**src/rtl/pet_stats_engine.sv**
```systemverilog
// Pet stats engine: N saturating stat counters with tick-divided random decay,
// a valid/ready command port and an ALIVE/SLEEPING/DEAD life-cycle FSM.
module pet_stats_engine #(
    parameter int N_STATS    = 4,
    parameter int STAT_W     = 5,
    parameter int TICK_DIV   = 4,
    parameter int BOOST      = 8,
    parameter int SLEEP_CH   = 3,
    parameter int LOW_THRESH = 4
) (
    input  logic                        clk,
    input  logic                        reset,
    input  logic                        tick,
    input  logic [7:0]                  rand_in,
    input  logic                        cmd_valid,
    output logic                        cmd_ready,
    input  logic [1:0]                  cmd_op,
    input  logic [2:0]                  cmd_chan,
    output logic [N_STATS*STAT_W-1:0]   stats_flat,
    output logic [N_STATS-1:0]          low_flags,
    output logic                        is_sleeping,
    output logic                        is_dead,
    output logic                        cmd_err
);

    localparam int MAX   = 2**STAT_W - 1;
    localparam int SW    = STAT_W + 3;
    localparam int DIV_W = (TICK_DIV > 1) ? $clog2(TICK_DIV) : 1;

    localparam logic signed [SW-1:0] ONE_S  = SW'(1);
    localparam logic signed [SW-1:0] TWO_S  = SW'(2);
    localparam logic signed [SW-1:0] BST_S  = SW'(BOOST);
    localparam logic signed [SW-1:0] MAX_S  = SW'(MAX);
    localparam logic signed [SW-1:0] ZERO_S = '0;

    typedef enum logic [1:0] {
        ALIVE    = 2'd0,
        SLEEPING = 2'd1,
        DEAD     = 2'd2
    } state_e;

    state_e              state_q, state_d;
    logic [STAT_W-1:0]   stat_q [N_STATS];
    logic [STAT_W-1:0]   stat_d [N_STATS];
    logic signed [SW-1:0] sum  [N_STATS];
    logic [DIV_W-1:0]    div_q, div_d;
    logic                ready_q;
    logic                err_q, err_d;

    logic accept, is_boost, is_sleep, is_rev;
    logic chan_ok, boost_ok, revive_ok, step;
    logic [3:0] n_zero;
    logic two_zero;
    logic unused_rand;

    assign unused_rand = ^rand_in;

    always_comb begin
        accept   = cmd_valid && ready_q;
        is_boost = 1'b0;
        is_sleep = 1'b0;
        is_rev   = 1'b0;
        unique case (cmd_op)
            2'b00:   is_boost = accept;
            2'b01:   is_sleep = accept;
            2'b10:   is_rev   = accept;
            default: ;
        endcase
        chan_ok   = int'(cmd_chan) < N_STATS;
        boost_ok  = is_boost && (state_q == ALIVE) && chan_ok;
        revive_ok = is_rev && (state_q == DEAD);
        err_d     = (is_boost && !boost_ok)
                 || (is_sleep && state_q == DEAD)
                 || (is_rev && !revive_ok);
        step      = tick && (div_q == DIV_W'(TICK_DIV - 1));
    end

    always_comb begin
        div_d = div_q;
        if (revive_ok || step) begin
            div_d = '0;
        end else if (tick) begin
            div_d = div_q + DIV_W'(1);
        end
    end

    // dec, cost and inc are summed wide first so the clamp is applied once
    always_comb begin
        n_zero = '0;
        for (int i = 0; i < N_STATS; i++) begin
            sum[i] = $signed({3'b000, stat_q[i]});
            if (step && state_q != DEAD && rand_in[i]
                && !(state_q == SLEEPING && i == SLEEP_CH)) begin
                sum[i] = sum[i] - ONE_S;
            end
            if (step && state_q == SLEEPING && i == SLEEP_CH) begin
                sum[i] = sum[i] + TWO_S;
            end
            if (boost_ok && int'(cmd_chan) == i) begin
                sum[i] = sum[i] + BST_S;
            end
            if (boost_ok && int'(cmd_chan) != SLEEP_CH && i == SLEEP_CH) begin
                sum[i] = sum[i] - ONE_S;
            end
            if (sum[i] < ZERO_S) begin
                stat_d[i] = '0;
            end else if (sum[i] > MAX_S) begin
                stat_d[i] = STAT_W'(MAX);
            end else begin
                stat_d[i] = sum[i][STAT_W-1:0];
            end
            if (revive_ok) begin
                stat_d[i] = STAT_W'(MAX);
            end
            n_zero = n_zero + 4'(stat_d[i] == '0);
        end
        two_zero = n_zero >= 4'd2;
    end

    always_ff @(posedge clk or posedge reset) begin
        if (reset) begin
            state_q <= ALIVE;
            div_q   <= '0;
            ready_q <= 1'b0;
            err_q   <= 1'b0;
            for (int i = 0; i < N_STATS; i++) begin
                stat_q[i] <= STAT_W'(MAX);
            end
        end else begin
            state_q <= state_d;
            div_q   <= div_d;
            ready_q <= 1'b1;
            err_q   <= err_d;
            for (int i = 0; i < N_STATS; i++) begin
                stat_q[i] <= stat_d[i];
            end
        end
    end

    // death is checked last so it overrides a wake in the same cycle
    always_comb begin
        state_d = state_q;
        unique case (state_q)
            ALIVE: begin
                if (is_sleep) state_d = SLEEPING;
            end
            SLEEPING: begin
                if (is_sleep || stat_d[SLEEP_CH] == STAT_W'(MAX)) begin
                    state_d = ALIVE;
                end
            end
            DEAD: begin
                if (revive_ok) state_d = ALIVE;
            end
            default: state_d = ALIVE;
        endcase
        if (state_q != DEAD && two_zero) begin
            state_d = DEAD;
        end
    end

    always_comb begin
        is_sleeping = state_q == SLEEPING;
        is_dead     = state_q == DEAD;
        cmd_ready   = ready_q;
        cmd_err     = err_q;
        low_flags   = '0;
        stats_flat  = '0;
        for (int i = 0; i < N_STATS; i++) begin
            low_flags[i] = (state_q != DEAD)
                        && (stat_q[i] < STAT_W'(LOW_THRESH));
            stats_flat[i*STAT_W +: STAT_W] = stat_q[i];
        end
    end

endmodule

```
**config.mk**
```make
export PLATFORM = sky130hd
export DESIGN_NAME = pet_stats_engine
export DESIGN_NICKNAME = d
export VERILOG_FILES = /design/src/rtl/pet_stats_engine.sv
export SDC_FILE = /design/constraint.sdc
export NUM_CORES = 1
export LEC_CHECK = 0
export BUFFER_PORTS_ARGS = -buffer_cell sky130_fd_sc_hd__buf_4
export CAP_MARGIN = 15
export CORE_ASPECT_RATIO = 1.5
export CORE_MARGIN = 10
export CORE_UTILIZATION = 50
export DETAILED_ROUTE_END_ITERATION = 8
export PLACE_DENSITY = 0.69
export SETUP_SLACK_MARGIN = 0.5
export SLEW_MARGIN = 20
export SYNTH_ARGS = -nofsm -noshare
export SYNTH_HDL_FRONTEND = slang
export SYNTH_SLANG_ARGS = --single-unit
```
**constraint.sdc**
```tcl
create_clock -name clk -period 13 [get_ports clk]
set_input_delay 3.25 -clock clk [delete_from_list [all_inputs] [get_ports clk]]
set_output_delay 3.25 -clock clk [all_outputs]
set_load 0.01 [all_outputs]
```
### Word-level counts from Yosys, hierarchy flattened

Cells that the tools add are included.

| storage, ports and cells | value |
|---|---|
| flip-flop bits (word level) | 26 |
| input bits | 17 |
| logic and storage cells | 123 |

| operators by class | value |
|---|---|
| add/subtract/negate cells | 14 |
| magnitude comparators | 14 |
| eq/ne operators | 14 |
| muxes and demuxes | 32 |
| reductions and logical operators | 41 |

Operators with widths:

| operator | count |
|---|---|
| $mux 8 | 10 |
| $mux 5 | 12 |
| $add 8x5->8 const B | 4 |
| $gt 8x6->1 const B | 4 |
| $lt 8x1->1 const B | 4 |
| $logic_and 1x1->1 | 25 |
| $sub 5x1->6 const B | 4 |
| $logic_not 5->1 | 4 |
| $lt 5x3->1 const B | 4 |
| $mux 2 | 6 |
| $add 8x3->8 const B | 1 |
| $sub 8x2->8 const B | 1 |
| $eq 2x2->1 const B | 3 |
| $eq 3x3->1 const B | 2 |
| $ne 3x1->1 const B | 2 |
| $pmux 2 s3 | 1 |
| $eq 5x5->1 const B | 1 |
| $add 3x1->4 | 1 |
| $eq 2x1->1 const B | 2 |
| $ge 4x2->1 const B | 1 |
| $logic_not 2->1 | 2 |
| $logic_or 1x1->1 | 4 |
| $add 2x1->3 | 1 |
| $eq 3x2->1 const B | 1 |
| 11 further kinds | 15 |

### Logic depth before layout (Yosys ltp)

Gate-level depths: netlist of run 1.

| logic depth | value |
|---|---|
| depth after elaboration | 22 |
| gate-level depth with buffers | 22 |
| mapped depth without buffers | 22 |

### Least setup slack after synthesis of run 1

No wires, ideal clock.

| timing path | value |
|---|---|
| path kind | input to register |
| start | input port tick |
| end | register state_q[0] |
| setup time | 128 ps |
| data arrival time | 6,856 ps |
| data required time | 12,872 ps |
| slack | 6,016 ps |
| stages on the path | 20 |
| buffers on the path | 1 |
| cells stage by stage | buf_2 -> and4_1 -> and3_1 -> or2_2 -> ha_1 -> nand2_1 -> xor2_1 -> xnor2_2 -> inv_1 -> ha_1 -> nand2_1 -> or3_1 -> a21oi_1 -> o21a_2 -> o2111ai_1 -> fa_1 -> and2_1 -> a221o_2 -> o2111ai_1 -> o21ai_1 |

| between the ends | value |
|---|---|
| cells in the longest elaborated chain, start to end | 21 |
| elaborated cells on any way between the ends | 60 |
| those cells by class | add/sub: 9; order compare: 9; eq/ne: 4; mux: 23; reduce/logical: 15 |

RTL lines:

| element | line | source |
|---|---|---|
| from (decl) | 13 | `input logic tick,` |
| $logic_and 1x1->1 * | 75 | `step = tick && (div_q == DIV_W'(TICK_DIV - 1));` |
| $logic_and 1x1->1 (2 in a row) | 92 | `if (step && state_q != DEAD && rand_in[i]` |
| $logic_and 1x1->1 | 93 | `&& !(state_q == SLEEPING && i == SLEEP_CH)) begin` |
| $mux 8 | 92 |  |
| $add 8x3->8 | 97 | `sum[i] = sum[i] + TWO_S;` |
| $mux 8 | 96 | `if (step && state_q == SLEEPING && i == SLEEP_CH) begin` |
| $add 8x5->8 | 100 | `sum[i] = sum[i] + BST_S;` |
| $mux 8 | 99 | `if (boost_ok && int'(cmd_chan) == i) begin` |
| [... 4 more ...] | -- |  |
| $mux 5 | 105 | `if (sum[i] < ZERO_S) begin` |
| $mux 5 | 112 | `if (revive_ok) begin` |
| $logic_not 5->1 | 115 | `n_zero = n_zero + 4'(stat_d[i] == '0);` |
| $add 3x1->4 | 115 |  |
| $ge 4x2->1 | 117 | `two_zero = n_zero >= 4'd2;` |
| $logic_and 1x1->1 | 157 | `if (state_q != DEAD && two_zero) begin` |
| $ne 3x2->1 (no line) or $ne 3x1->1 (tied branches) | -- |  |
| $reduce_and 3->1 (no line) | -- |  |
| to (signal assigned) | 130 | `state_q <= state_d;` |
| to (decl) | 42 | `state_e state_q, state_d;` |

Every way passes the cells marked *; elsewhere a longest branch is shown, timed or not.
A chain may end at the register's enable or synchronous reset.

### Final worst setup path of run 1

| timing path | value |
|---|---|
| start | input port rand_in[3] |
| end | register state_q[0] |

| between the ends | value |
|---|---|
| cells in the longest elaborated chain, start to end | 19 |
| elaborated cells on any way between the ends | 25 |
| those cells by class | add/sub: 4; order compare: 3; eq/ne: 4; mux: 8; reduce/logical: 6 |

RTL lines:

| element | line | source |
|---|---|---|
| from (decl) | 14 | `input logic [7:0] rand_in,` |
| $logic_and 1x1->1 * | 92 |  |
| $logic_and 1x1->1 * | 93 |  |
| $mux 8 * | 92 |  |
| $add 8x3->8 | 97 |  |
| $mux 8 * | 96 |  |
| $add 8x5->8 | 100 |  |
| $mux 8 * | 99 |  |
| $sub 8x2->8 | 103 | `sum[i] = sum[i] - ONE_S;` |
| [... 3 more ...] | -- |  |
| $mux 5 * | 105 |  |
| $mux 5 * | 112 |  |
| $logic_not 5->1 | 115 |  |
| $add 3x1->4 | 115 |  |
| $ge 4x2->1 | 117 |  |
| $logic_and 1x1->1 | 157 |  |
| $ne 3x2->1 (no line) or $ne 3x1->1 (tied branches) | -- |  |
| $reduce_and 3->1 (no line) | -- |  |

Marked as above.

==> flow_summary.toml, run 1 <==
[die]
ios = 45
fp.dieW_um = 77.7
fp.dieH_um = 107
die_area_um2 = 8290
core-area_um2 = 4850
start_util_pct = 51.6
rows = 31

[clock_network]
clkTransAtPathRegs_ns = 0.09
cts_tree = "yes"
numClockSinks = 26
cts_root_buf = "clkbuf_8"
cts_hold_repair.buffers = 0
clockBufferDepth = 2
clk_latency_ns = 0.28
numCtsBuffers = 3
cts.repair_timing.setup_buffer_count = 0
htreeDepth = 1
cts_resized = 0

[finish]
final_cell_mix = "buf_4, nand2_1, nor2_1"
fin_nets = 374
layout_commonest_cell = "buf_4"
diodes = 0
seqCellArea_um2 = 676
area_growth_pct = 15.5
drive_gt1_share_pct = 25.8
multi_input_area_um2 = 1680
fin_cells = 407
fill_cells = 472

[power_and_ir_drop]
power_density_nw_per_um2 = 204
ir_drop_mv = 0.102
p_leak_nw = 1.31
p_total_mw = 0.587

[critical_path]
required_ns = 13.16
reg2reg_from = "stats_flat[16]"
path_class = "in -> reg"
path_buf_inv = 2
cp_max_fo = 7
critPathTopFamily = "simple AND/OR/NAND/NOR gates"
crit_chain = "buf_4, and4_1, and3_1, or2_2, ha_1, nand2_1, xor2_1, xnor2_2, inv_1, ha_1, nand2_1, or3_1, a21oi_1, o21a_2, o2111ai_1, fa_1, and2_1, a221o_2, o2111ai_1, o21ai_1"
start_kind = "input port"
slowest_delay_ns = 0.49
rr_worst_depth = 21
cp.arrival_ns = 7.28
worstSetupEndpointType = "flop"
rrSetupSlack_ns = 8.04
crit_slowest_cell = "fa_1"
timing.rr.end = "state_q[0]"

[yosys]
netlist_top_cells_area = "dfstp_2, ha_1, dfrtp_1, nand2_1, xnor2_1"
synth-seq-area-share_pct = 27.0
synth_edf_count = 0
synth_fp_nets = 337
synth_cell_type_count = 62
synth_top_area_share_pct = 21.0
syn_avg_cell_area_um2 = 8.20
yosys.area.top_type = "dfstp_2"
synth_flop_cell = "dfstp_2"
syn_inst = 305
synth_area_um2 = 2500
synthArstFlopShare_pct = 100
synth_seq_cells = 26
yosysWarnings = 0

[timing]
slew_viol_final = 0
skew_ns = 0.00166
finalCritPeriodShare_pct = 54.8
worst_slew_margin_rel_pct = 37.4
setup_viol = 0
final.setup.worst_slack_ns = 5.88
max_slew.worst_pin.slew_ns = 0.933
hold_viol = 0
rsz0062_at_grt = "no"
hold_slack_ns = 0.549
fin_crit_ns = 7.12
finalSetupTns_ns = 0
max_clock_freq_mhz = 140

[place]
portBuffers = 40
placed_cells = 403
globalplace.congestion = 0.874
dp_slack_ns = 5.56
dp_hpwl_mm = 5.16

[routing]
first_iter_violations = 82
dr_wl_met2_mm = 3.50
vias_per_cell = 5.72
wl_met3_um = 231
top_layer = "met4"
wirelength_met1_mm = 2.45
detail-route-antenna-nets = 0
dr_total_vias = 2328
drc = 0
avgRoutedWirePerCell_um = 15.6
drtPass1Iterations = 4
routed_wl_mm = 6.35

[global_route]
grt_usage_pct = 15.4
antenna_found_initial = 0
grt_pass1_vias = 2336
grt_max_degree = 27
overflow = 0
grt_pass1_wl_mm = 10.6

[hold_path]
hold_path_end = "div_q[1]"
min_from = "div_q[1]"
min-delay-path-class = "reg -> reg"
hold_depth = 2

[flow_run]
cap_violations = 0

[run_status]
outcome = "finished, final reports clean"
-- Yosys cell counts, drive strengths merged (7+ instances only) --
cell	instances
ha	14
and3	9
nor2	29
xnor2	16
a21oi	15
nand3	12
inv	24
buf	7
o21ai	21
nor3	8
dfstp	20
nor4	10
nand2	32
-- layer usage --
layer  vias to the layer above  GRT usage, %
met3                        13          2.26
met4                         0          6.28
met2                        47          29.8
met5                         -             0
li1                       1168             -
met1                      1100          15.7
-- worst max-delay path by stage --
stage                     cells after the start    endpoint       start
final                                        20  state_q[0]  rand_in[3]
after CTS                                    20  state_q[0]  rand_in[3]
after global routing                         19  state_q[0]  rand_in[3]
after floorplan                              20  state_q[0]        tick
after detailed placement                     20  state_q[0]  rand_in[3]
after global placement                       20  state_q[0]  rand_in[3]
-- kinds of logic (layout without fill, tap and decap cells) --
family / count (synthesis) / in the layout / share of synthesized area (%)
AO/OA/AOI/OAI: 62 / 62 / 16.5
XOR/XNOR: 21 / 21 / 8.26
multiplexers: 8 / 8 / 3.35
AND/OR/NAND/NOR: 140 / 140 / 31.2
buffers and inverters: 32 / 68 / 5.66
adder cells (fa/ha/maj): 15 / 15 / 7.81
flip-flops: 26 / 26 / 27.0
other: 1 / 1 / 0.150
-- cell type report --
cell class | count | area share, %
repair buffers | 40 | 10.4
multi-input cells | 247 | 58.3
flip-flops and latches | 26 | 23.4
inverters | 24 | 3.12
clock buffers | 4 | 1.91
well taps | 66 | 2.86
-- registers in the layout, summed over array words and instances (netlist names) --
signal	count
stats_flat	20
state_q	2
div_q	2
cmd_err	1
cmd_ready	1
-- power by group --
part | switching (mW) | leakage [nW] | total, mW | internal (mW)
clock | 0.0274 | 0.0288 | 0.0546 | 0.0272
combinational | 0.170 | 0.993 | 0.331 | 0.161
sequential | 0.0604 | 0.287 | 0.202 | 0.141
-- worst register-to-register path: cells and delay by family (launching register included) --
family / cells / cell delay (ns)
AO/OA/AOI/OAI: 6 / 1.16
XOR/XNOR: 2 / 0.39
adder cells (fa/ha/maj): 4 / 1.11
buffers and inverters: 2 / 0.18
flip-flops: 1 / 0.62
AND/OR/NAND/NOR: 7 / 1.39
-- stage by stage --
stage,util (%),instance area (um2)
CTS,59.5,2890
global placement,58.4,2830
global route,59.5,2890
detailed placement,58.4,2830
floorplan,-,2500
finish,59.5,2890
Power figures use the tool's default switching activity.
==> inputs of run 2 (changes only) <==
ABC_AREA = 1   (was unset)
PLACE_DENSITY = 0.71   (was 0.69)
clock period = 5.8 ns   (was 13 ns; I/O delays follow)
==> flow_summary.toml, run 2 <==
[clock_network]
numClockSinks = 26
numCtsBuffers = 3
clkTransAtPathRegs_ns = 0.09
htreeDepth = 1
clk_latency_ns = 0.28
clockBufferDepth = 2
cts_root_buf = "clkbuf_8"
cts_tree = "yes"

[yosys]
synthArstFlopShare_pct = 100
syn_avg_cell_area_um2 = 6.57
synth_top_family_by_area = "simple AND/OR/NAND/NOR gates"
yosysWarnings = 0
synth-xor-area-share_pct = 4.72
synth_top_area_share_pct = 20.2
synth-seq-area-share_pct = 26.0
yosys-top-cells-count = "nand2_1, inv_1, nor2_1"
synth-compound-area-share_pct = 8.53
netlist_top_cells_area = "dfstp_2, nand2_1, inv_1, ha_1, dfrtp_1"
muxShareOfSynthArea_pct = 0
synth_area_um2 = 2600
syn_inst = 395
synth_seq_cells = 26
yosys.area.top_type = "dfstp_2"
synth_fp_nets = 427
yosysMostFrequentCell = "nand2_1"
synthAdderAreaFrac_pct = 7.52
synth_simple_gate_area_share_pct = 41.3
synth_edf_count = 0
synth_flop_cell = "dfstp_2"
synth_cell_type_count = 38

[critical_path]
crit_slowest_cell = "fa_1"
cp_common_cell = "nand2_1"
reg2reg_from = "stats_flat[15]"
worstSetupEndpointType = "flop"
start_kind = "input port"
cp.arrival_ns = 5.00
critPathLaunch = "tick"
path_class = "in -> reg"
slowest_delay_ns = 0.54
required_ns = 5.99
cp_max_fo = 6

[finish]
final_cell_mix = "nand2_1, inv_1, buf_4"
largest_reg_flops = 20
drive_gt1_share_pct = 24.1
fin_nets = 473
layout_commonest_cell = "nand2_1"
area_growth_pct = 17.8
fill_cells = 503
diodes = 0

[global_route]
grt_usage_pct = 15.2
overflow = 0
grt_max_degree = 27
grt_pass1_wl_mm = 10.8
grt_pass1_vias = 2470
antenna_found_initial = 0

[routing]
wirelength_met1_mm = 2.54
detail-route-antenna-nets = 0
routed_wl_mm = 6.30
dr_wl_met2_mm = 3.33
avgRoutedWirePerCell_um = 12.4
drc = 0
drtPass1Iterations = 4
first_iter_violations = 135
dr_total_vias = 2540
wl_met3_um = 253
top_layer = "met4"
vias_per_cell = 5.00

[timing]
worst_slew_margin_rel_pct = 37.2
max_slew.worst_pin.slew_ns = 0.936
rsz0062_at_grt = "no"
finalCritPeriodShare_pct = 82.9
setup_viol = 0
final.setup.worst_slack_ns = 0.994
fin_crit_ns = 4.81
finalSetupTns_ns = 0
max_clock_freq_mhz = 208
skew_ns = 0.00987
hold_viol = 0
slew_viol_final = 0

[die]
rows = 32
start_util_pct = 51.1
ios = 45
fp.dieW_um = 78.8
die_area_um2 = 8530
core-area_um2 = 5080
fp.dieH_um = 108

[power_and_ir_drop]
clkPwrFrac_pct = 10.0
intPower_mw = 0.724
p_switching_mw = 0.628
power_density_nw_per_um2 = 442
pwr-share-seq_pct = 29.7
switching_share_pct = 46.5
p_total_mw = 1.35
ir_drop_mv = 0.240
p_leak_nw = 1.71
p_comb_share_pct = 60.3

[flow_run]
cap_violations = 0

[run_status]
outcome = "finished, final reports clean"

[place]
portBuffers = 40
globalplace.congestion = 0.860
dp_slack_ns = 0.647
dp_hpwl_mm = 5.30

[hold_path]
min_from = "div_q[1]"
min-delay-path-class = "reg -> reg"
run 2: changes by cell type after synthesis, moves of 8 or more:
cell     previous run  this run
nand2_2             0        10
nand3_1            12        24
xnor2_1            13         1
and3_1              8         0
nand2_1            32       110
xor2_1              5        13
inv_1              23        73
run 2: cells by family after synthesis:
| kind of cell | count (synthesis) |
|---|---|
| buffers and inverters | 81 |
| flip-flops | 26 |
| AND/OR/NAND/NOR | 222 |
| adder cells (fa/ha/maj) | 15 |
| XOR/XNOR | 14 |
| AO/OA/AOI/OAI | 36 |
| other | 1 |
run 2: stage by stage:
step	utilization, %	instance area, um2	hold WS (ns)	instances
2_1_floorplan	-	2600	0.457	395
3_3_place_gp	58.6	2980	0.474	502
3_5_place_dp	58.6	2980	0.517	502
4_1_cts	59.9	3040	0.538	506
5_1_grt	60.2	3060	0.559	508
6_report	60.2	3060	0.528	508
run 2: repair_timing:
item	in CTS	in global routing
endpoints found under the setup margin	0	1
setup buffers	0	2
hold buffers	0	0
gates resized for setup	0	0
run 2: routing by layer:
layer / track usage [%] / vias to the layer above
met5: 0 / -
met4: 6.68 / 0
met3: 2.16 / 13
met2: 29.4 / 51
met1: 15.7 / 1145
li1: - / 1331
run 2: cell type report:
type / instances / area, um2 / area share (%)
Multi-Input combinational cell: 288 / 1620 / 52.8
Sequential cell: 26 / 676 / 22.1
Timing Repair Buffer: 42 / 315 / 10.3
Inverter: 80 / 300 / 9.82
Tap cell: 68 / 85.1 / 2.78
Clock buffer: 4 / 66.3 / 2.17
run 2: worst paths after layout:
kind	to	slack, ns	depth (start not counted)
max	state_q[0]	0.99	35
min in group asynchronous	cmd_ready	1.27	2
min	div_q[1]	0.53	2
min reg2reg	div_q[1]	0.53	2
max reg2reg	state_q[0]	1.54	36
max in group asynchronous	state_q[0]	4.10	2
run 2: power by group through the flow:
stage	Combinational, mW	Sequential, mW	Clock, mW
2_1_floorplan	0.535	0.415	0
3_3_place_gp	0.797	0.403	0
3_5_place_dp	0.817	0.406	0
4_1_cts	0.822	0.403	0.138
5_1_grt	0.938	0.415	0.145
6_report	0.816	0.401	0.135
run 2: critical path: cells and delay by family:
kind                     cells  cell delay [ns]
AND/OR/NAND/NOR             21             1.70
buffers and inverters        8             0.61
adder cells (fa/ha/maj)      3             0.85
AO/OA/AOI/OAI                2             0.25
XOR/XNOR                     1             0.16
==> inputs of run 3 (changes only) <==
PLACE_DENSITY = 0.68   (was 0.71)
clock period = 5.05 ns   (was 5.8 ns; I/O delays follow)
==> flow_summary.toml, run 3 (synthesis results as in run 2) <==
[critical_path]
rr_worst_depth = 36
reg2reg_from = "stats_flat[15]"
worstSetupEndpointType = "flop"
cp_max_fo = 5
timing.rr.end = "state_q[0]"
endpoint = "state_q[0]"
crit_slowest_cell = "fa_1"
required_ns = 5.26
start_kind = "input port"
path_class = "in -> reg"
cp_common_cell = "nand2_1"
slowest_delay_ns = 0.55
critPathLaunch = "tick"
cp.arrival_ns = 4.52
rrSetupSlack_ns = 0.93

[die]
fp.dieH_um = 108
core-area_um2 = 5080
ios = 45
rows = 32
start_util_pct = 51.1
fp.dieW_um = 78.8
die_area_um2 = 8530

[global_route]
grt_pass1_wl_mm = 11.2
grt_max_degree = 27
antenna_found_initial = 0
overflow = 0
grt_usage_pct = 15.8
grt_pass1_vias = 2523

[timing]
rsz0062_at_grt = "yes"
max_slew.worst_pin.slew_ns = 0.956
skew_ns = 0.0104
slew_viol_final = 0
finalSetupTns_ns = 0
worst_slew_margin_rel_pct = 35.8
fin_crit_ns = 4.31
max_clock_freq_mhz = 232
hold_viol = 0
finalCritPeriodShare_pct = 85.4
setup_viol = 0

[routing]
routed_wl_mm = 7.05
first_iter_violations = 123
drtPass1Iterations = 4
dr_total_vias = 2650
drc = 0
detail-route-antenna-nets = 0
avgRoutedWirePerCell_um = 13.2
vias_per_cell = 4.98

[power_and_ir_drop]
ir_drop_mv = 0.269
p_leak_nw = 1.87
power_density_nw_per_um2 = 502

[finish]
multi_input_area_um2 = 1810
area_growth_pct = 32.9
largest_reg_flops = 20
fin_util_pct = 67.9
final_cell_mix = "nand2_1, inv_1, buf_4"
layout_commonest_cell = "nand2_1"
fill_cells = 448
diodes = 0
drive_gt1_share_pct = 37.5
fin_nets = 497
seqCellArea_um2 = 676

[place]
globalplace.congestion = 0.862
dp_hpwl_mm = 5.26
portBuffers = 40

[clock_network]
clkTransAtPathRegs_ns = 0.09
cts_root_buf = "clkbuf_8"
numClockSinks = 26
numCtsBuffers = 3
cts_tree = "yes"
htreeDepth = 1
clockBufferDepth = 2
clk_latency_ns = 0.28

[hold_path]
min-delay-path-class = "reg -> reg"
hold_depth = 2

[flow_run]
cap_violations = 0

[run_status]
outcome = "finished, final reports clean"
run 3: changes by cell type in the layout (fill, tap and decap cells not counted), moves of 5 or more:
cell	previous run	this run
inv_2	6	15
inv_1	72	63
nand2_4	3	8
buf_4	42	63
nand2_1	110	92
ha_1	14	9
nand2_2	10	22
run 3: critical path: cells and delay by family:
family,cells,cell delay [ns]
AOI/OAI and AO/OA,2,0.12
xor gates and xnor gates,1,0.12
and+or+nand+nor,16,1.51
buffers and inverters,7,0.55
adders and majority gates,3,0.96
run 3: cell type report:
cell class                      count  area share [%]
Multi-Input combinational cell    288            52.3
Sequential cell                    26            19.6
Timing Repair Buffer               66            14.9
Inverter                           80            8.77
Tap cell                           68            2.47
Clock buffer                        4            1.92
run 3: per-stage QoR:
step | setup WS (ns) | cells | area (um2) | hold slack (ns) | total power, mW
CTS | 0.500 | 509 | 3090 | 0.511 | 1.58
global route | 0.469 | 532 | 3450 | 0.563 | 1.90
floorplan | 0.607 | 395 | 2600 | 0.457 | 1.09
detailed placement | 0.159 | 505 | 3000 | 0.490 | 1.40
finish | 0.739 | 532 | 3450 | 0.503 | 1.73
global placement | 0.216 | 505 | 3000 | 0.478 | 1.39
run 3: how the worst min path moves through the flow:
stage	from	endpoint	slack, ns
after detailed placement	div_q[1]	div_q[1]	0.49
after global routing	div_q[1]	div_q[1]	0.56
after floorplan	div_q[1]	div_q[1]	0.46
after global placement	div_q[1]	div_q[1]	0.48
final	div_q[1]	div_q[1]	0.50
after CTS	div_q[1]	div_q[1]	0.51
run 3: timing repair:
item                                    4_1_cts  5_1_grt
resized for setup                             5       61
endpoints found under the setup margin        1        2
hold buffers                                  0        0
pin swaps                                     1       40
setup buffers                                 0       23
run 3: layer usage:
layer	GRT usage, %	up-vias	wire length, um
li1	-	1370	-
met1	16.7	1208	2780
met2	29.4	56	3780
met3	1.99	16	249
met4	8.35	0	240
met5	0	-	0
run 3: where the power goes:
part	internal [mW]	total (mW)	switching [mW]
logic	0.477	1.11	0.630
clock network	0.0864	0.161	0.0750
registers	0.356	0.465	0.109
